`config.mk`:
```
export PLATFORM = sky130hd
export DESIGN_NAME = mem_port_arbiter
export DESIGN_NICKNAME = d
export VERILOG_FILES = /design/src/rtl/mem_port_arbiter.sv
export SDC_FILE = /design/constraint.sdc
export NUM_CORES = 1
export LEC_CHECK = 0
export CAP_MARGIN = 10
export CORE_MARGIN = 3
export CORE_UTILIZATION = 45
export CTS_BUF_LIST = sky130_fd_sc_hd__clkbuf_4
export DETAILED_ROUTE_END_ITERATION = 7
export GPL_TIMING_DRIVEN = 0
export PLACE_DENSITY = 0.87
export SYNTH_ARGS = -nofsm -noshare
export SYNTH_HDL_FRONTEND = slang
export SYNTH_SLANG_ARGS = --single-unit
```
`constraint.sdc`:
```
create_clock -name clk -period 1.75 [get_ports clk]
set_input_delay 0.175 -clock clk [delete_from_list [all_inputs] [get_ports clk]]
set_output_delay 0.175 -clock clk [all_outputs]
set_load 0.03 [all_outputs]
```
`src/rtl/mem_port_arbiter.sv`:
```
`default_nettype none
// ============================================================================
// Module      : mem_port_arbiter
// Description : Shares a single-port memory between instruction fetch and
//               data load/store. Data has fixed priority, with a starvation
//               guard for fetch and a timeout abort for stalled accesses.
// Revision    : 1.0 - initial release
// ============================================================================
module mem_port_arbiter #(
    parameter int AW         = 16,
    parameter int DW         = 16,
    parameter int STARVE_MAX = 3,
    parameter int TIMEOUT    = 15
) (
    input  logic          clk,
    input  logic          rst,
    input  logic          f_req,
    input  logic [AW-1:0] f_addr,
    output logic          f_ack,
    output logic          f_err,
    output logic [DW-1:0] f_rdata,
    input  logic          d_req,
    input  logic          d_we,
    input  logic [AW-1:0] d_addr,
    input  logic [DW-1:0] d_wdata,
    output logic          d_ack,
    output logic          d_err,
    output logic [DW-1:0] d_rdata,
    output logic          mem_en,
    output logic          mem_we,
    output logic [AW-1:0] mem_addr,
    output logic [DW-1:0] mem_wdata,
    input  logic [DW-1:0] mem_rdata,
    input  logic          mem_ack,
    output logic          busy,
    output logic [1:0]    owner
);

    localparam int c_SCW = (STARVE_MAX < 1) ? 1 : $clog2(STARVE_MAX + 1);
    localparam int c_WCW = $clog2(TIMEOUT + 1);

    localparam logic [c_SCW-1:0] c_STARVE_MAX = c_SCW'(STARVE_MAX);
    localparam logic [c_WCW-1:0] c_TIMEOUT    = c_WCW'(TIMEOUT);

    localparam logic [1:0] c_IDLE  = 2'd0;
    localparam logic [1:0] c_ISSUE = 2'd1;
    localparam logic [1:0] c_WAIT  = 2'd2;
    localparam logic [1:0] c_RESP  = 2'd3;

    localparam logic [1:0] c_OWN_NONE  = 2'b00;
    localparam logic [1:0] c_OWN_FETCH = 2'b01;
    localparam logic [1:0] c_OWN_DATA  = 2'b10;

    logic [1:0]       r_state;
    logic [c_SCW-1:0] r_starve_cnt;
    logic [c_WCW-1:0] r_wait_cnt;
    logic             r_we;

    logic             w_grant_f;
    logic             w_done;
    logic             w_err;
    logic [DW-1:0]    w_rdata;

    // Fetch wins when alone, or when data has already starved it long enough.
    assign w_grant_f = f_req && (!d_req || (r_starve_cnt == c_STARVE_MAX));

    assign w_done  = mem_ack || (r_wait_cnt == c_TIMEOUT);
    assign w_err   = !mem_ack;
    assign w_rdata = mem_ack ? mem_rdata : '0;

    always_ff @(posedge clk) begin
        if (rst) begin
            r_state      <= c_IDLE;
            r_starve_cnt <= '0;
            r_wait_cnt   <= '0;
            r_we         <= 1'b0;
            f_ack        <= 1'b0;
            f_err        <= 1'b0;
            f_rdata      <= '0;
            d_ack        <= 1'b0;
            d_err        <= 1'b0;
            d_rdata      <= '0;
            mem_en       <= 1'b0;
            mem_we       <= 1'b0;
            mem_addr     <= '0;
            mem_wdata    <= '0;
            busy         <= 1'b0;
            owner        <= c_OWN_NONE;
        end else begin
            f_ack <= 1'b0;
            f_err <= 1'b0;
            d_ack <= 1'b0;
            d_err <= 1'b0;
            case (r_state)
                c_IDLE: begin
                    if (f_req || d_req) begin
                        r_state <= c_ISSUE;
                        busy    <= 1'b1;
                        mem_en  <= 1'b1;
                        if (w_grant_f) begin
                            r_we         <= 1'b0;
                            mem_we       <= 1'b0;
                            mem_addr     <= f_addr;
                            mem_wdata    <= '0;
                            owner        <= c_OWN_FETCH;
                            r_starve_cnt <= '0;
                        end else begin
                            r_we      <= d_we;
                            mem_we    <= d_we;
                            mem_addr  <= d_addr;
                            mem_wdata <= d_wdata;
                            owner     <= c_OWN_DATA;
                            if (f_req && (r_starve_cnt != c_STARVE_MAX)) begin
                                r_starve_cnt <= r_starve_cnt + 1'b1;
                            end
                        end
                    end
                end
                c_ISSUE: begin
                    mem_en     <= 1'b0;
                    mem_we     <= 1'b0;
                    r_wait_cnt <= c_WCW'(1);
                    r_state    <= c_WAIT;
                end
                c_WAIT: begin
                    if (w_done) begin
                        r_state <= c_RESP;
                        if (owner == c_OWN_FETCH) begin
                            f_ack   <= 1'b1;
                            f_err   <= w_err;
                            f_rdata <= w_rdata;
                        end else begin
                            d_ack <= 1'b1;
                            d_err <= w_err;
                            // A write completion leaves the last read data visible.
                            if (!r_we) begin
                                d_rdata <= w_rdata;
                            end
                        end
                    end else begin
                        r_wait_cnt <= r_wait_cnt + 1'b1;
                    end
                end
                c_RESP: begin
                    r_state    <= c_IDLE;
                    r_wait_cnt <= '0;
                    busy       <= 1'b0;
                    owner      <= c_OWN_NONE;
                end
                default: begin
                    r_state <= c_IDLE;
                end
            endcase
        end
    end

endmodule
`default_nettype wire

```
### Word-level counts from Yosys, hierarchy flattened

Index checks and enable logic that the tools add are counted.

* $add $sub $neg: 2
* eq/ne operators: 10
* muxes and demuxes: 21
* bitwise operators: 4
* reduce and logical (&&, ||, !) cells: 23

Operators with widths (count)
* 16-bit two-way mux: 3
* 2-bit two-way mux: 6
* 4-bit one-hot mux with 3 select lines: 1
* 2-bit AND reduction: 5
* 2-bit != test, second input constant: 4
* 2-bit one-hot mux with 4 select lines: 1
* 4-bit OR reduction: 2
* 2-bit equality test, second input constant: 3
* 1-bit one-hot mux with 2 select lines: 3
* 3-bit AND reduction: 2
* 2-bit nonzero test: 3
* 1-bit two-way mux: 5
* 4-bit by 1-bit adder with 4-bit output, second input constant: 1
* 2-bit by 1-bit equality test with 1-bit output, second input constant: 2
* 4-bit equality test, second input constant: 1
* 4-bit two-way mux: 1
* 1-bit inverter: 4
* 2-bit one-hot mux with 2 select lines: 1
* 4-bit AND reduction: 1
* 1-bit logical OR: 3
* 3-bit nonzero test: 1
* 3-bit OR reduction: 1
* 2-bit by 1-bit adder with 2-bit output, second input constant: 1
* 1-bit logical AND: 2
* other kinds (2): 3

* register bits: 82
* input bits: 70
* output and inout bits: 73
* word-level logic and storage cells: 76

### Logic depth before layout (Yosys ltp)

Gate-level depths: netlist of the first run.

* word-level depth: 6
* depth in mapped cells: 7
* mapped depth without buffers: 5

### Worst setup path before layout of the first run

Ideal clock, no wire load.

* path type: register to register
* start point: register r_wait_cnt[0]
* end point: register d_rdata[10]
* setup time: 0.072 ns
* data arrival time: 1.390 ns
* data required time: 1.678 ns
* path slack: 0.288 ns
* stages on the path, launching flop included: 7
* path buffers: 2
* clock period less this slack: 1.462 ns
* path through: dfxtp_1 > ha_1 > a31o_2 > nand4b_1 > buf_6 > buf_6 > mux2i_1

* longest elaborated chain between the ends: 3

Ends and longest elaborated chain
* from (decl): RTL line 56 `logic [c_WCW-1:0] r_wait_cnt;`
* from (signal assigned): RTL line 122 `r_wait_cnt <= c_WCW'(1);`
* from (signal assigned): RTL line 141 `r_wait_cnt <= r_wait_cnt + 1'b1;`
* 4-bit equality test: RTL line 67 `assign w_done = mem_ack || (r_wait_cnt == c_TIMEOUT);`
* 1-bit logical OR: RTL line 67
* 4-bit AND reduction (no source line)
* to (signal assigned): RTL line 137 `d_rdata <= w_rdata;`
* to (decl): RTL line 28 `output logic [DW-1:0] d_rdata,`

Every way passes these cells.
A chain may end at the register's enable or synchronous reset.

### Worst setup path after layout of the first run

* start point: register mem_we
* end point: output port mem_we

RTL lines
* from (decl): RTL line 30 `output logic mem_we,`
* from (signal assigned): RTL line 109 `mem_we <= d_we;`

No word-level cell between the ends.

==> results of run 1 <==
synth_stat cells, types with 6 or more instances:
cell type and instances:
o21ai_0 54, nand3_1 49, o211ai_1 17, ha_1 7
buf_2 13, a31oi_1 17, mux2i_1 17, clkbuf_1 17
dfxtp_1 82, nand2_1 41, inv_1 6, a21oi_1 42
logic make-up after synthesis:
logic type	Yosys count	synth area share [%]
AOI/OAI and AO/OA	143	23.6
and+or+nand+nor	115	16.1
muxes	17	4.84
DFF	82	46.7
buffers and inverters	48	6.23
adders and majority gates	7	2.49
timing repair:
item / CTS / global route
setup buffers: 0 / 0
pin swaps: 0 / 1
endpoints found under the setup margin: 10 / 54
resized for setup: 5 / 10
final cells by class:
class,instances,area (µm²),share of cell area (%)
inverters,8,30.0,0.570
repair buffers,142,1420,26.9
plain buffers,39,196,3.73
well taps,99,124,2.35
flip-flops and latches,82,1640,31.2
clock buffers,10,75.1,1.43
clock inverters,6,114,2.16
multi-input cells,282,1670,31.6
how the worst max path moves through the flow:
| stage | startpoint | end |
|---|---|---|
| finish | mem_we | mem_we |
| global route | r_state[0] | f_rdata[13] |
| CTS | r_state[1] | mem_addr[7] |
| detailed placement | d_req | mem_addr[12] |
| global placement | rst | f_ack |
| floorplan | r_wait_cnt[0] | d_rdata[10] |
sequential cells by signal, summed over array words and instances, names as in the netlist:
signal and count:
d_rdata 16, mem_en 1, owner 2, r_wait_cnt 4
f_rdata 16, mem_addr 16, r_we 1, r_starve_cnt 2
mem_we 1, d_err 1, f_err 1, d_ack 1
f_ack 1, mem_wdata 16, r_state 2, busy 1
report_power, final:
part	total, mW	switching, mW	internal, mW	leakage, nW
clock	1.41	0.663	0.744	0.0932
sequential	2.36	0.186	2.17	0.669
combinational	2.57	1.52	1.05	1.18
stage by stage:
step	hold slack (ns)	util (%)	power, mW
5_1_grt	0.315	71.1	6.67
6_report	0.326	71.1	6.34
3_3_place_gp	0.438	68.3	4.85
2_1_floorplan	0.339	-	3.92
4_1_cts	0.312	71.0	6.34
3_5_place_dp	0.443	68.3	4.93
routing by layer:
layer	GRT usage (%)	routed length, µm
met3	7.49	949
met1	27.5	4470
met4	7.10	132
met5	0	0
met2	41.4	5190
==> results.json, run 1 <==
{
  "status": "finished, final reports clean",
  "fin_ws_ns": 0.0998,
  "stdcell_area_mm2": 0.00527,
  "antenna_cells": 0,
  "worst_pin_slew_ns": 0.574,
  "fin_nets": 641,
  "synth_flop_cell": "dfxtp_1",
  "leakage_nw": 1.94,
  "vias": 3697,
  "crit_arrival_ns": 1.48,
  "ys_ff_latch": 82,
  "clockBufferDepth": 2,
  "vdd_drop_max_mv": 0.865,
  "layout_common_cells": "clkdlybuf4s50_1, dfxtp_1, o21ai_0, nand3_1, a21oi_1",
  "synth_edf_count": 0,
  "dp.cells": 653,
  "setup_violations": 0,
  "criticalPathCategory": "reg2out",
  "drive_gt1_share_pct": 7.91,
  "portBuffers": 142,
  "placed_cell_area_mm2": 0.00506,
  "dieWidth_um": 94.4,
  "crit_buf_inv": 1,
  "syn_to_final_growth_pct": 49.9,
  "hold_buffers": 0,
  "synth.avg_cell_area_um2": 8.53,
  "drv_slew": 0,
  "cts_buffers": 9,
  "grt_overflow_total": 0,
  "clkSinkCount": 82,
  "row_count": 31,
  "vias_per_cell": 5.53,
  "synth_top_cell_by_area": "dfxtp_1",
  "first_pass_iters": 5,
  "synth_top_area_share_pct": 46.7,
  "final.min_clock_period_ns": 1.65,
  "synth_nets": 489,
  "maxSlewHeadroom_pct": 61.7,
  "r2r-start": "r_state[0]",
  "cp_data_required_time_ns": 1.57,
  "worst_hold_path_type": "in2reg",
  "cp_slowest_cell": "clkdlybuf4s50_1",
  "setup_tns_ns": 0,
  "cts_max_level": 3,
  "cp.depth": 1,
  "startpoint_type": "register",
  "globalplace.congestion": 0.817,
  "drv_cap": 0,
  "final_common_cell": "clkdlybuf4s50_1",
  "hp-start": "d_addr[1]",
  "ant_nets": 0,
  "ys_seq_area_share_pct": 46.7,
  "path_cells": "clkdlybuf4s50_1",
  "cp-end-kind": "output port",
  "ys_types": 43,
  "grt_pass1_vias": 3590,
  "grt_max_degree": 15,
  "synthCells": 412,
  "yosys-top-cells-area": "dfxtp_1, o21ai_0, nand3_1",
  "final_hold_viol_count": 0,
  "ios": 143,
  "post_drt_wl_per_cell_um": 16.1,
  "core_area_mm2": 0.00741,
  "worst_hold_path.num_cells": 3,
  "initial_core_util_pct": 47.4,
  "drc_errors": 0,
  "cp_max_fo": 2,
  "fmax_mhz": 606,
  "dpl.hpwl_um": 8110,
  "min_to": "mem_addr[1]",
  "wirelength_um": 10700,
  "skew_ns": 0.00982,
  "grt_setup_unrepaired": "no",
  "ys_async_sr_fraction_pct": 0,
  "fp.dieH_um": 94.4,
  "reg2regPathDepth": 7,
  "die_area_mm2": 0.00890,
  "ff2ff_setup_slack_ns": 0.1,
  "grt_usage_pct": 23.6,
  "path_delay_family": "buffers and inverters",
  "cts_tree": "built",
  "yosysWarnings": 0,
  "nFillCells": 601,
  "drt_iter0_markers": 131,
  "worstSkewPairLatency_ns": 0.41,
  "p_per_area_mw_per_mm2": 1200,
  "antenna_found_initial": 0,
  "slowest_delay_ns": 0.71,
  "cts-root-buf": "clkbuf_4",
  "worst_r2r_endpoint": "mem_wdata[9]",
  "grt_pass1_wl_um": 16700,
  "finalCritPeriodShare_pct": 94.3,
  "clkTransAtPathRegs_ns": 0.13,
  "fin_cells": 668,
  "synth_area_mm2": 0.00351,
  "place_ws_ns": -0.0911
}
(Power assumes the default switching activity.)
==> inputs of run 2 (changes only) <==
==> constraint.sdc (replaced) <==
create_clock -name clk -period 1.6 [get_ports clk]
set_input_delay 0.16 -clock clk [delete_from_list [all_inputs] [get_ports clk]]
set_output_delay 0.16 -clock clk [all_outputs]
set_load 0.01 [all_outputs]
==> results.json, run 2 (synthesized netlist as in run 1, its figures left out) <==
{
  "status": "finished, final reports clean",
  "wirelength_um": 10900,
  "grt_pass1_vias": 3610,
  "criticalPathCategory": "reg2reg",
  "cts_max_level": 3,
  "maxSlewHeadroom_pct": 59.0,
  "worstSkewPairLatency_ns": 0.41,
  "core_area_mm2": 0.00741,
  "ant_nets": 0,
  "layout_common_cells": "clkdlybuf4s50_1, dfxtp_1, o21ai_0, nand3_1",
  "final.min_clock_period_ns": 1.58,
  "cts_tree": "built",
  "startpoint_type": "register",
  "vias": 3668,
  "grt_max_degree": 17,
  "vdd_drop_max_mv": 0.776,
  "crit_buf_inv": 2,
  "stdcell_area_mm2": 0.00534,
  "skew_ns": 0.0126,
  "setup_violations": 0,
  "path_cells": "inv_2, ha_1, clkbuf_4, nor2_1, a2111oi_0, a2111oi_1",
  "final_hold_viol_count": 0,
  "drv_cap": 0,
  "clockBufferDepth": 2,
  "p_per_area_mw_per_mm2": 1250,
  "cp_max_fo": 10,
  "antenna_found_initial": 0,
  "cts_buffers": 9,
  "placed_cell_area_mm2": 0.00506,
  "vias_per_cell": 5.47,
  "clkSinkCount": 82,
  "dieWidth_um": 94.4,
  "worst_pin_slew_ns": 0.615,
  "cp_data_required_time_ns": 1.88,
  "post_drt_wl_per_cell_um": 16.3,
  "ios": 143,
  "row_count": 31,
  "cp-end-kind": "register",
  "grt_pass1_wl_um": 16800,
  "finalCritPeriodShare_pct": 98.5,
  "hold_buffers": 0,
  "cts-root-buf": "clkbuf_4",
  "dpl.hpwl_um": 8110,
  "clkTransAtPathRegs_ns": 0.13,
  "grt_overflow_total": 0,
  "first_pass_iters": 4,
  "antenna_cells": 0,
  "grt_usage_pct": 23.7,
  "crit_arrival_ns": 1.86,
  "portBuffers": 142,
  "cp_slowest_cell": "a2111oi_0",
  "drv_slew": 0,
  "die_area_mm2": 0.00890,
  "fin_nets": 643,
  "slowest_delay_ns": 0.43,
  "grt_setup_unrepaired": "yes",
  "nFillCells": 588,
  "fmax_mhz": 635,
  "leakage_nw": 1.95,
  "drive_gt1_share_pct": 10.2,
  "setup_tns_ns": 0,
  "fp.dieH_um": 94.4,
  "worst_hold_slack_ns": 0.315,
  "drc_errors": 0,
  "drt_iter0_markers": 148,
  "initial_core_util_pct": 47.4,
  "worst_hold_path_type": "in2reg",
  "path_delay_family": "compound AO/OA/AOI/OAI gates",
  "syn_to_final_growth_pct": 51.9,
  "final_common_cell": "clkdlybuf4s50_1",
  "globalplace.congestion": 0.817
}
## run 2: cell types whose count changed in the layout (fill, tap and decap cells not counted), moves of 2 or more
cell | previous run | this run
buf_6 | 2 | 5
dfxtp_2 | 0 | 6
inv_2 | 1 | 3
dlygate4sd2_1 | 2 | 0
inv_1 | 6 | 4
clkdlybuf4s50_1 | 140 | 142
dfxtp_1 | 82 | 76
buf_2 | 11 | 8
## run 2: routing by layer
| metal | wire, µm | global-route usage (%) | part of all wire [%] | vias to the layer above |
|---|---|---|---|---|
| met4 | 114 | 7.10 | 1.0 | 0 |
| met2 | 5290 | 41.5 | 48 | 141 |
| met1 | 4550 | 27.7 | 42 | 1716 |
| met3 | 999 | 7.49 | 9.1 | 12 |
| met5 | 0 | 0 | 0 | - |
| li1 | - | - | - | 1799 |
## run 2: report_power, final
part / switching (mW) / internal [mW]
clock network: 0.734 / 0.814
logic: 1.28 / 1.24
registers: 0.213 / 2.39
total: 2.22 / 4.44
## run 2: final timing paths
check | from | end | slack, ns | depth (start not counted)
max | r_state[0] | r_wait_cnt[0] | 0.02 | 6
min reg2reg | mem_wdata[13] | mem_wdata[13] | 0.46 | 2
max reg2reg | r_state[0] | r_wait_cnt[0] | 0.02 | 6
min | d_addr[14] | mem_addr[14] | 0.32 | 3
## run 2: area by class of cell
class,instances,area (µm²),area share [%]
multi-input cells,282,1690,31.7
flip-flops and latches,82,1650,30.9
repair buffers,144,1440,27.0
plain buffers,39,211,3.96
well taps,99,124,2.32
clock inverters,6,114,2.13
clock buffers,10,75.1,1.41
inverters,8,30.0,0.563
## run 2: timing repair
item                                    4_1_cts  5_1_grt
gates cloned                                  0        1
buffers inserted                              0        1
endpoints found under the setup margin       59       42
gates resized for setup                      18       17
pin swaps                                     1        1
## run 2: worst register-to-register path, delay by kind of cell, from the launching register on
family / cells / cell delay [ns]
fa+ha+maj: 1 / 0.21
compound gates: 2 / 0.51
buf+inv: 2 / 0.29
simple gates: 1 / 0.07
flops: 1 / 0.37
## run 2: stage by stage
step           util, %  worst slack [ns]  std cells  power (mW)
2_1_floorplan        -             0.139        412        3.86
3_3_place_gp      68.3            -0.170        653        4.89
3_5_place_dp      68.3            -0.226        653        4.97
4_1_cts           71.3          -0.00245        668        6.58
5_1_grt           72.0           -0.0455        670        7.01
6_report          72.0            0.0247        670        6.67
==> inputs of run 3 (changes only) <==
GPL_ROUTABILITY_DRIVEN = 0   (was default)
GPL_TIMING_DRIVEN = default   (was 0)
PLACE_DENSITY = default   (was 0.87)
PLACE_DENSITY_LB_ADDON = 0.3   (was default)
==> results.json, run 3 (synthesized netlist as in run 1, its figures left out) <==
{
  "post-route-util_pct": 71.5,
  "layout_common_cells": "clkdlybuf4s50_1, dfxtp_1, o21ai_0, nand3_1, a21oi_1",
  "cp_data_required_time_ns": 1.95,
  "slowest_delay_ns": 0.37,
  "drv_cap": 0,
  "grt_pass1_vias": 3414,
  "post_drt_wl_per_cell_um": 15.2,
  "worst_r2r_endpoint": "d_rdata[15]",
  "min_to": "r_wait_cnt[3]",
  "clkTransAtPathRegs_ns": 0.12,
  "initial_core_util_pct": 47.4,
  "cts_buffers": 9,
  "final_hold_viol_count": 0,
  "setup_violations": 0,
  "reg2regPathDepth": 6,
  "worst_hold_path.num_cells": 4,
  "criticalPathCategory": "reg2reg",
  "status": "finished, final reports clean",
  "fmax_mhz": 639,
  "setup_tns_ns": 0,
  "dpl.hpwl_um": 7010,
  "fin_nets": 627,
  "wirelength_um": 9940,
  "vdd_drop_max_mv": 0.690,
  "cp-end-kind": "register",
  "cts_max_level": 3,
  "portBuffers": 142,
  "cp.depth": 6,
  "hp-start": "rst",
  "r2r-start": "r_wait_cnt[0]",
  "cp_slowest_cell": "dfxtp_1",
  "vias_per_cell": 5.42,
  "drc_errors": 0,
  "syn_to_final_growth_pct": 50.7,
  "multi_input_area_mm2": 0.00168,
  "ant_nets": 0,
  "first_pass_iters": 4,
  "nFillCells": 562,
  "path_delay_family": "flip-flops",
  "hold_buffers": 0,
  "grt_pass1_wl_um": 15600,
  "skew_ns": 0.0102,
  "crit_arrival_ns": 1.91,
  "antenna_found_initial": 0,
  "maxSlewHeadroom_pct": 68.6,
  "seqCellArea_mm2": 0.00165,
  "grt_usage_pct": 21.9,
  "final.min_clock_period_ns": 1.57,
  "leakage_nw": 1.95,
  "drv_slew": 0,
  "worst_hold_path_type": "in2reg",
  "drive_gt1_share_pct": 10.1,
  "die_area_mm2": 0.00890,
  "drt_iter0_markers": 116,
  "row_count": 31,
  "startpoint_type": "register",
  "finalCritPeriodShare_pct": 97.8,
  "p_per_area_mw_per_mm2": 1220,
  "path_cells": "ha_2, a31o_2, nand4b_1, buf_4, clkbuf_16, mux2i_1",
  "clockBufferDepth": 2,
  "cts_tree": "built",
  "cts-root-buf": "clkbuf_4",
  "ios": 143,
  "grt_max_degree": 47,
  "fp.dieH_um": 94.4,
  "grt_overflow_total": 0,
  "ff2ff_setup_slack_ns": 0.03,
  "worstSkewPairLatency_ns": 0.42,
  "antenna_cells": 0,
  "worst_pin_slew_ns": 0.471,
  "clkSinkCount": 82,
  "dieWidth_um": 94.4,
  "core_area_mm2": 0.00741,
  "cp_max_fo": 8,
  "crit_buf_inv": 2,
  "vias": 3545,
  "final_common_cell": "clkdlybuf4s50_1"
}
-- run 3: repair_timing --
action,CTS,global route
pin swaps,0,1
gates cloned,0,1
resized for setup,3,13
endpoints found under the setup margin,14,70
setup buffers,0,1
-- run 3: final cells by class --
| class | count | area share (%) |
|---|---|---|
| multi-input cells | 282 | 31.7 |
| clock buffers | 10 | 1.42 |
| flip-flops and latches | 82 | 31.1 |
| clock inverters | 6 | 1.54 |
| well taps | 99 | 2.34 |
| inverters | 8 | 0.567 |
| repair buffers | 167 | 31.4 |
-- run 3: where the power goes --
group	internal, mW	switching (mW)
sequential	2.38	0.196
combinational	1.28	1.24
clock	0.642	0.700
-- run 3: how the worst max path moves through the flow --
stage | slack (ns) | end | from
2_1_floorplan | 0.14 | d_rdata[10] | r_wait_cnt[0]
3_3_place_gp | 0.02 | mem_addr[2] | d_req
3_5_place_dp | -0.03 | mem_wdata[1] | f_req
4_1_cts | 0.002 | f_rdata[4] | r_state[0]
5_1_grt | -0.03 | d_rdata[15] | r_wait_cnt[0]
6_report | 0.03 | d_rdata[15] | r_wait_cnt[0]
-- run 3: layer usage --
| layer | vias up | part of all wire, % | global-route usage [%] |
|---|---|---|---|
| li1 | 1762 | - | - |
| met5 | - | 0 | 0 |
| met2 | 125 | 48 | 36.9 |
| met3 | 13 | 9.2 | 8.53 |
| met4 | 0 | 1.3 | 6.14 |
| met1 | 1645 | 42 | 25.9 |
-- run 3: metrics by stage --
| step | cells | hold WS (ns) | total power [mW] | cell area (µm²) | worst slack, ns |
|---|---|---|---|---|---|
| 4_1_cts | 652 | 0.245 | 6.38 | 5240 | 0.00207 |
| 6_report | 654 | 0.259 | 6.44 | 5300 | 0.0349 |
| 5_1_grt | 654 | 0.259 | 6.84 | 5300 | -0.0295 |
| 3_3_place_gp | 636 | 0.437 | 4.96 | 5080 | 0.0154 |
| 2_1_floorplan | 412 | 0.324 | 3.86 | 3510 | 0.139 |
| 3_5_place_dp | 636 | 0.446 | 5.03 | 5080 | -0.0320 |
-- run 3: tightest hold or removal path: cells and delay by family --
kind	cells	cell delay (ns)
AO/OA/AOI/OAI	1	0.12
buffers and inverters	3	0.36
